## config.mk

```make
export PLATFORM = sky130hd
export DESIGN_NAME = reg_wb_ctrl
export DESIGN_NICKNAME = d
export VERILOG_FILES = /design/src/rtl/mips_pkg.sv /design/src/rtl/wb_load_align.sv /design/src/rtl/reg_wb_ctrl.sv
export SDC_FILE = /design/constraint.sdc
export NUM_CORES = 1
export LEC_CHECK = 0
export CORE_MARGIN = 4
export CORE_UTILIZATION = 48
export CTS_BUF_LIST = sky130_fd_sc_hd__clkbuf_8 sky130_fd_sc_hd__clkbuf_16
export DETAILED_ROUTE_END_ITERATION = 10
export GPL_ROUTABILITY_DRIVEN = 0
export HOLD_SLACK_MARGIN = 0.08
export PLACE_DENSITY = 0.73
export SETUP_SLACK_MARGIN = 0.4
export SLEW_MARGIN = 20
export SYNTH_ARGS = -nofsm -noshare
export SYNTH_HDL_FRONTEND = slang
export SYNTH_SLANG_ARGS = --single-unit
export TNS_END_PERCENT = 5
```

## constraint.sdc

```tcl
create_clock -name clk -period 4.8 [get_ports clk]
set_input_delay 0.72 -clock clk [delete_from_list [all_inputs] [get_ports clk]]
set_output_delay 0.72 -clock clk [all_outputs]
set_load 0.02 [all_outputs]
```

## src/rtl/mips_pkg.sv

```systemverilog
// Shared encodings and the write-back buffer entry layout for the MIPS write-side datapath.
package mips_pkg;

    localparam logic [1:0]  LD_BYTE  = 2'd0;
    localparam logic [1:0]  LD_HALF  = 2'd1;
    localparam logic [1:0]  LD_WORD  = 2'd2;
    localparam logic [4:0]  REG_ZERO = 5'd0;
    localparam logic [31:0] LINK_OFS = 32'd8;

    typedef struct packed {
        logic        we;
        logic [4:0]  rd;
        logic [31:0] data;
    } wb_entry_t;

endpackage

```

## src/rtl/wb_load_align.sv

```systemverilog
// Extracts and extends a byte/half/word from a raw memory word using the address low bits.
module wb_load_align
    import mips_pkg::*;
(
    input  logic [31:0] mdata_i,
    input  logic [1:0]  ldsz_i,
    input  logic        ldu_i,
    input  logic [1:0]  alo_i,
    output logic [31:0] data_o
);

    logic [7:0]  byte_sel;
    logic [15:0] half_sel;

    always_comb begin
        case (alo_i)
            2'd0:    byte_sel = mdata_i[7:0];
            2'd1:    byte_sel = mdata_i[15:8];
            2'd2:    byte_sel = mdata_i[23:16];
            default: byte_sel = mdata_i[31:24];
        endcase
        half_sel = alo_i[1] ? mdata_i[31:16] : mdata_i[15:0];

        case (ldsz_i)
            LD_BYTE: data_o = {{24{~ldu_i & byte_sel[7]}}, byte_sel};
            LD_HALF: data_o = {{16{~ldu_i & half_sel[15]}}, half_sel};
            default: data_o = mdata_i;
        endcase
    end

endmodule

```

## src/rtl/reg_wb_ctrl.sv

```systemverilog
// Register-file write-side controller: result buffer, registered write port and
// per-register pending-write scoreboard for RAW hazard detection in decode.
module reg_wb_ctrl
    import mips_pkg::*;
#(
    parameter int DEPTH = 2,
    parameter int CNT_W = 2
) (
    input  logic        clk,
    input  logic        rst,
    input  logic        in_valid,
    output logic        in_ready,
    input  logic        in_regwrite,
    input  logic        in_memtoreg,
    input  logic        in_link,
    input  logic [4:0]  in_rd,
    input  logic [31:0] in_alu,
    input  logic [31:0] in_mdata,
    input  logic [31:0] in_pc,
    input  logic [1:0]  in_ldsz,
    input  logic        in_ldu,
    input  logic [1:0]  in_alo,
    input  logic        hold,
    input  logic        iss_valid,
    input  logic [4:0]  iss_rd,
    output logic        iss_stall,
    input  logic [4:0]  rs1,
    input  logic [4:0]  rs2,
    output logic        busy1,
    output logic        busy2,
    output logic        regwrite,
    output logic [4:0]  wra,
    output logic [31:0] wd
);

    localparam int AW = $clog2(DEPTH);
    localparam int CW = AW + 1;
    localparam logic [CNT_W-1:0] CNT_MAX = '1;

    wb_entry_t        fifo_q [DEPTH];
    wb_entry_t        head;
    wb_entry_t        in_entry;
    logic [AW-1:0]    wr_ptr_q, rd_ptr_q;
    logic [CW-1:0]    count_q;
    logic             full, push, pop;
    logic [31:0]      ld_data, wdata;
    logic             regwrite_q;
    logic [4:0]       wra_q;
    logic [31:0]      wd_q;
    logic [CNT_W-1:0] cnt_q [32];
    logic [CNT_W-1:0] cnt_d [32];
    logic             iss_en, ret_en;

    wb_load_align u_align (
        .mdata_i (in_mdata),
        .ldsz_i  (in_ldsz),
        .ldu_i   (in_ldu),
        .alo_i   (in_alo),
        .data_o  (ld_data)
    );

    always_comb begin
        if (in_link)          wdata = in_pc + LINK_OFS;
        else if (in_memtoreg) wdata = ld_data;
        else                  wdata = in_alu;
    end

    assign in_entry = {in_regwrite, in_rd, wdata};
    assign full     = (count_q == CW'(DEPTH));
    assign in_ready = !full && rst;
    assign push     = in_valid && in_ready;
    assign pop      = !hold && (count_q != '0);
    assign head     = fifo_q[rd_ptr_q];

    always_ff @(posedge clk) begin
        if (push) fifo_q[wr_ptr_q] <= in_entry;
    end

    always_ff @(posedge clk) begin
        if (!rst) begin
            wr_ptr_q <= '0;
            rd_ptr_q <= '0;
            count_q  <= '0;
        end else begin
            if (push) wr_ptr_q <= wr_ptr_q + AW'(1);
            if (pop)  rd_ptr_q <= rd_ptr_q + AW'(1);
            case ({push, pop})
                2'b10:   count_q <= count_q + CW'(1);
                2'b01:   count_q <= count_q - CW'(1);
                default: count_q <= count_q;
            endcase
        end
    end

    // Writes to $0 still advance wra/wd but never assert the write enable.
    always_ff @(posedge clk) begin
        if (!rst) begin
            regwrite_q <= 1'b0;
            wra_q      <= '0;
            wd_q       <= '0;
        end else if (pop) begin
            regwrite_q <= head.we && (head.rd != REG_ZERO);
            wra_q      <= head.rd;
            wd_q       <= head.data;
        end else begin
            regwrite_q <= 1'b0;
        end
    end

    assign regwrite = regwrite_q;
    assign wra      = wra_q;
    assign wd       = wd_q;

    assign iss_stall = iss_valid && (iss_rd != REG_ZERO) && (cnt_q[iss_rd] == CNT_MAX);
    assign iss_en    = iss_valid && (iss_rd != REG_ZERO) && !iss_stall;
    assign ret_en    = pop && head.we && (head.rd != REG_ZERO);

    // Issue and retire of the same register on one edge cancel; retire at zero saturates.
    always_comb begin
        for (int r = 0; r < 32; r++) begin
            cnt_d[r] = cnt_q[r];
            if ((iss_en && iss_rd == 5'(r)) && !(ret_en && head.rd == 5'(r)))
                cnt_d[r] = cnt_q[r] + CNT_W'(1);
            else if (!(iss_en && iss_rd == 5'(r)) && (ret_en && head.rd == 5'(r))
                     && cnt_q[r] != '0)
                cnt_d[r] = cnt_q[r] - CNT_W'(1);
        end
    end

    always_ff @(posedge clk) begin
        for (int r = 0; r < 32; r++) begin
            if (!rst) cnt_q[r] <= '0;
            else      cnt_q[r] <= cnt_d[r];
        end
    end

    assign busy1 = (rs1 != REG_ZERO) && (cnt_q[rs1] != '0);
    assign busy2 = (rs2 != REG_ZERO) && (cnt_q[rs2] != '0);

endmodule
```

After elaboration in Yosys (flattened, before gate mapping)

Memory sizes are Yosys's and may differ from the RTL's. A register that Yosys moved wholly into a read port is not among the register bits.
Index checks and enable logic that the tools add are counted.

Register bits: 42
Bits in writable memories: 140
Input port bits: 129
Output and inout port bits: 42
Memories: 2

$add $sub $neg: 69
Equal/unequal tests: 69
Multiplexer cells: 108
Bitwise gates (word level): 35
Reductions and logical operators: 283

Memory list:

| name   | depth | width | rd ports | clocked after Yosys merged registers in | write ports | line              | text |
|---|---|---|---|---|---|---|---|
| fifo_q | 2     | 38    | 1        | 1                                       | 1           | reg_wb_ctrl.sv:40 | `wb_entry_t fifo_q [DEPTH];` |
| cnt_q  | 32    | 2     | 35       | 0                                       | 32          | reg_wb_ctrl.sv:50 | `logic [CNT_W-1:0] cnt_q [32];` |

Operators with widths:

| cell                    | number |
|---|---|
| $mux W2                 | 96 |
| $logic_and A1 B1 Y1     | 171 |
| $eq A5 B5 Y1 const B    | 32 |
| $eq A5 B4 Y1 const B    | 16 |
| $reduce_bool A2 Y1      | 36 |
| $logic_not A1 Y1        | 67 |
| $add A2 B1 Y2 const B   | 33 |
| $sub A2 B1 Y2 const B   | 33 |
| $mux W32                | 2 |
| $pmux W32 S2            | 1 |
| $eq A5 B3 Y1 const B    | 8 |
| $add A32 B4 Y32 const B | 1 |
| $or A1 B1 Y1            | 32 |
| $pmux W8 S3             | 1 |
| $eq A5 B2 Y1 const B    | 4 |
| $reduce_bool A5 Y1      | 4 |
| $mux W16                | 1 |
| $eq A5 B1 Y1 const B    | 2 |
| $logic_not A5 Y1        | 2 |
| $eq A2 B2 Y1 const B    | 4 |
| $eq A2 B1 Y1 const B    | 3 |
| $mux W1                 | 6 |
| $logic_not A2 Y1        | 2 |
| $pmux W2 S2             | 1 |
| other kinds (4)         | 6 |

Longest topological paths before layout

Word-level depth: 12
Gate-level depth with buffers: 9

By module

A second synthesis with hierarchy kept.

Cells, all modules: 1171
Area, all modules: 11069.4 um^2

By module, submodules not included:

| module        | times used | cells each | area an instance (um^2) |
|---|---|---|---|
| reg_wb_ctrl   | 1          | 1049       | 10249.8 |
| wb_load_align | 1          | 122        | 819.5 |

Least setup slack after synthesis

OpenSTA, ideal clock, no wires.

Kind: input to register
From: input rst
To: memory fifo_q[0][0] (netlist name) (enable)
Data arrival time: 3.017 ns
Required time: 4.367 ns
Setup slack: 1.350 ns
Stages: 4
Path buffers: 0
Cell sequence: inv_1 -> a21oi_1 -> nand2_1 -> nor2_1

Word-level cells in the longest chain between the ends: 4

RTL lines:

| what                          | line              | text |
|---|---|---|
| start: declaration            | reg_wb_ctrl.sv:10 | `input logic rst,` |
| $logic_and A1 B1 Y1           | reg_wb_ctrl.sv:70 | `assign in_ready = !full && rst;` |
| via in_ready                  | reg_wb_ctrl.sv:12 | `output logic in_ready,` |
| $logic_and A1 B1 Y1           | reg_wb_ctrl.sv:71 | `assign push = in_valid && in_ready;` |
| $mux W1                       | reg_wb_ctrl.sv:76 | `if (push) fifo_q[wr_ptr_q] <= in_entry;` |
| $mux W1 (implied by the code) | reg_wb_ctrl.sv:76 |  |
| end: declaration              | reg_wb_ctrl.sv:40 |  |

The timed path passes the listed nets, and every way through them passes these cells.

Worst setup path after layout

From: input iss_rd[3]
To: output iss_stall

Word-level cells in the longest chain between the ends: 3

RTL lines:

| what                                                 | line               | text |
|---|---|---|
| start: declaration                                   | reg_wb_ctrl.sv:25  | `input logic [4:0] iss_rd,` |
| $mem_v2 Z32 W2 or $reduce_bool A5 Y1 (tied branches) | --                 |  |
| $eq A2 B2 Y1 or $logic_and A1 B1 Y1 (tied branches)  | reg_wb_ctrl.sv:114 | `assign iss_stall = iss_valid && (iss_rd != REG_ZERO) && (cnt_q[iss_rd] == CNT_MAX);` |
| $logic_and A1 B1 Y1 (*)                              | reg_wb_ctrl.sv:114 |  |
| end: declaration                                     | reg_wb_ctrl.sv:26  | `output logic iss_stall,` |

Every way passes the cells marked *; elsewhere a longest branch is shown, timed or not.

==> run metrics <==
status finished clean; Seq/Total Area, Yosys 40.3%; hold buffers post-CTS 0; Tot GR Track Use 24.4%; total wire length ~31000 um; Worst Reg-to-Reg Cells 6; largest net degree at the start of global routing slightly below 100; most common flop cell mapped by yosys dfxtp_1; share of cells above drive strength 1 7.26%; Comb pwr share 28.5%; Peak Freq between 200 and 250 MHz; Die Span Y about 160 um; gr ovfl total 0; P_int a little over 0.003 W; crit path DAT 3330 ps; n_diodes 0; routed len/inst 19.1 um; commonest non-fill, non-tap cell in the layout clkdlybuf4s50_1; H-Tree Depth 4; Hold Path Cell Cnt 2; CTS tree done; first-pass GRT wire length 48800 um; Pwr Density about 340 mW/mm^2; register share of total power 41.4%; placed cell area 0.0128 sq mm; crit-path max FO 25; met1 Resource Use GR 30.2%; mapped cell area 0.0109 sq mm; crit path time final 4050 ps; share of the clock period used by the worst path between 80% and 90%; CP startpoint kind primary input; switching share of power 33.3%; Via density roughly 6.2; Slew headroom 23.8%; slowest stage delay, CP about 820 ps; RSZ-0062 raised after global routing no; routed via count between 10k and 15k; final slew viol count 0; CTS root buffer clkbuf_16; Final Hold Viols 0; Pleak 4.26 nW; R2R Setup Slk roughly 1700 ps; I/O pins 171; sequence of cells on the critical path clkdlybuf4s50_1 > o211ai_1 > o21ai_0 > mux4_2 > o2bb2ai_1 > clkdlybuf4s50_1; Core ar. 0.0221 sq mm; initial antenna violation count 1; most frequent cells in the layout clkdlybuf4s50_1 (170), dfxtp_1 (104), nor2_1 (98); cells after synthesis 1207; WP buf/inv 2; M3 GR Usage under 10%; Detailed Route Iter0 Violations 932; Starting Density between 40% and 50%; P&R area growth vs syn 22.8%; clock share of power 30.0%; Psw 0.00153 W; CTS Sinks 181; clk slew on worst S/H paths 70 ps; EDFF count, synth 76; row count 54; worst path required time 4080 ps; peak supply drop 0.220 mV; DRC errors left 0; slowest CP cell clkdlybuf4s50_1; syn avg cell area 9.02 sq um; max_cap viols 0; Die ar. approximately 0.025 sq mm; crit path launch iss_rd[3]; PortBufs 170; met2 Use GR 40.3%; async set-reset flop share out of synthesis 0%; ANT nets after route 0; Final Setup Violations 0; Ys Warns 0; Top delay family on crit path buffers and inverters; CTS max path bufs 2; Post-CTS Resized 0; syn nets 1338; kind of critical path primary input to primary output; First-pass DRT Iterations 5; # Post-CTS Setup Buffers 0; gr busiest metal met2; FF-to-FF End cnt_q[7][0]$_SDFFE_PN0P_; worst min-delay path class flip-flop to flip-flop; Synth cell types 73; die width 159 um; Most common cell on crit path clkdlybuf4s50_1; nets@finish 1467; Worst setup EP type primary output; Crit. path cell count 6; Final Cell Area 0.0134 sq mm; post-synthesis register bit count ~180; Final HPWL DP between 20000 and 25000 um; clock latency on the worst-skew pair 440 ps; Setup Skew 10.8 ps; Final TNS setup 0 ps; worst slew pin tran 1140 ps; number of global-route vias before repair 9601; critical path endpoint iss_stall; TritonCTS Buffers 17
==> stage by stage <==
step | setup WS [ps] | hold slack [ps] | total power [W] | cells | util [%]
after floorplan | 1350 | 474 | 0.00271 | 1207 | -
after global placement | 875 | 485 | 0.00322 | 1597 | 57.8
after detailed placement | 838 | 493 | 0.00324 | 1597 | 57.8
after CTS | 813 | 503 | 0.00462 | 1629 | 60.5
after global routing | 635 | 520 | 0.00480 | 1629 | 60.5
final | 748 | 500 | 0.00459 | 1629 | 60.5
==> power by group through the flow <==
stage	registers [W]	clock network (W)	logic (W)
2_1_floorplan	0.00202	0	0.000688
3_3_place_gp	0.00193	0	0.00129
3_5_place_dp	0.00194	0	0.00130
4_1_cts	0.00190	0.00140	0.00131
5_1_grt	0.00192	0.00146	0.00141
6_report	0.00190	0.00138	0.00131
==> worst min path at each step <==
stage	from	slack (ps)	endpoint
after floorplan	cnt_q[5][0]$_SDFFE_PN0P_	470	cnt_q[5][1]$_SDFFE_PN0P_
after global placement	wd[30]$_SDFFE_PN0P_	490	wd[30]$_SDFFE_PN0P_
after detailed placement	wd[24]$_SDFFE_PN0P_	490	wd[24]$_SDFFE_PN0P_
after CTS	cnt_q[5][0]$_SDFFE_PN0P_	500	cnt_q[5][1]$_SDFFE_PN0P_
after global routing	wra[2]$_SDFFE_PN0P_	520	wra[2]$_SDFFE_PN0P_
final	wd[20]$_SDFFE_PN0P_	500	wd[20]$_SDFFE_PN0P_
==> worst min-delay path: stages (launching register included) <==
cell	delay, ps
dfxtp_1	310
nor2_1	90
a211oi_1	50
==> registers in the layout (all words and copies together), names as in the netlist, named ones only <==
name,count
count_q,2
regwrite,1
fifo_q,76
cnt_q,62
wra,5
wd,32
rd_ptr_q,1
wr_ptr_q,1
==> routing by layer <==
metal | up-vias | wire, um
met5 | - | 13
met1 | 4739 | 12700
met3 | 69 | 2810
met2 | 435 | 14600
li1 | 4878 | -
met4 | 2 | 1030
==> cell usage after synthesis, drive strengths merged (4+ instances only) <==
master / count / area share [%]
nor2b: 15 / 0.86
and3: 19 / 1.1
a2111oi: 4 / 1.0
a22o: 4 / 0.32
mux2: 12 / 1.2
nor3b: 6 / 0.41
xor2: 11 / 0.89
o22ai: 29 / 1.7
nand3b: 14 / 0.97
mux2i: 57 / 5.4
xnor2: 24 / 1.9
nor3: 47 / 2.3
and4: 6 / 0.48
edfxtp: 76 / 21
o21ai: 80 / 3.7
or3b: 4 / 0.32
nand2: 85 / 2.9
or4: 5 / 0.34
nand4b: 10 / 0.80
a211o: 4 / 0.32
a31oi: 8 / 0.46
or3: 11 / 0.63
nor2: 100 / 3.4
nand4: 47 / 2.8
and2: 11 / 0.63
o21bai: 11 / 0.79
clkbuf: 60 / 2.1
a21boi: 5 / 0.34
o211ai: 18 / 1.2
nand2b: 20 / 1.1
a21oi: 90 / 4.1
mux4: 12 / 2.5
nor4: 10 / 0.57
a211oi: 58 / 4.0
buf: 16 / 0.82
nand3: 33 / 1.5
o21a: 16 / 1.1
inv: 20 / 0.69
dfxtp: 105 / 19
o2111ai: 4 / 0.32
==> cell families (layout without fill, tap and decap cells) <==
| family | Yosys count | in the layout | synth area share (%) |
|---|---|---|---|
| adders and majority gates | 2 | 2 | 0.230 |
| muxes | 81 | 81 | 9.12 |
| xor gates and xnor gates | 35 | 35 | 2.82 |
| DFF | 181 | 181 | 40.3 |
| and+or+nand+nor | 457 | 457 | 22.5 |
| AOI/OAI and AO/OA | 355 | 355 | 21.4 |
| buffers and inverters | 96 | 238 | 3.58 |
==> layout make-up <==
| cell class | instances | area [sq um] |
|---|---|---|
| fill | 1935 | 8730 |
| inverter | 20 | 75.1 |
| timing repair buffer | 186 | 1820 |
| sequential | 181 | 4390 |
| clock inverter | 15 | 179 |
| tap | 280 | 350 |
| clock buffer | 17 | 425 |
| multi-input combinational | 930 | 6130 |
No activity file was read; power rests on OpenSTA's default activity.
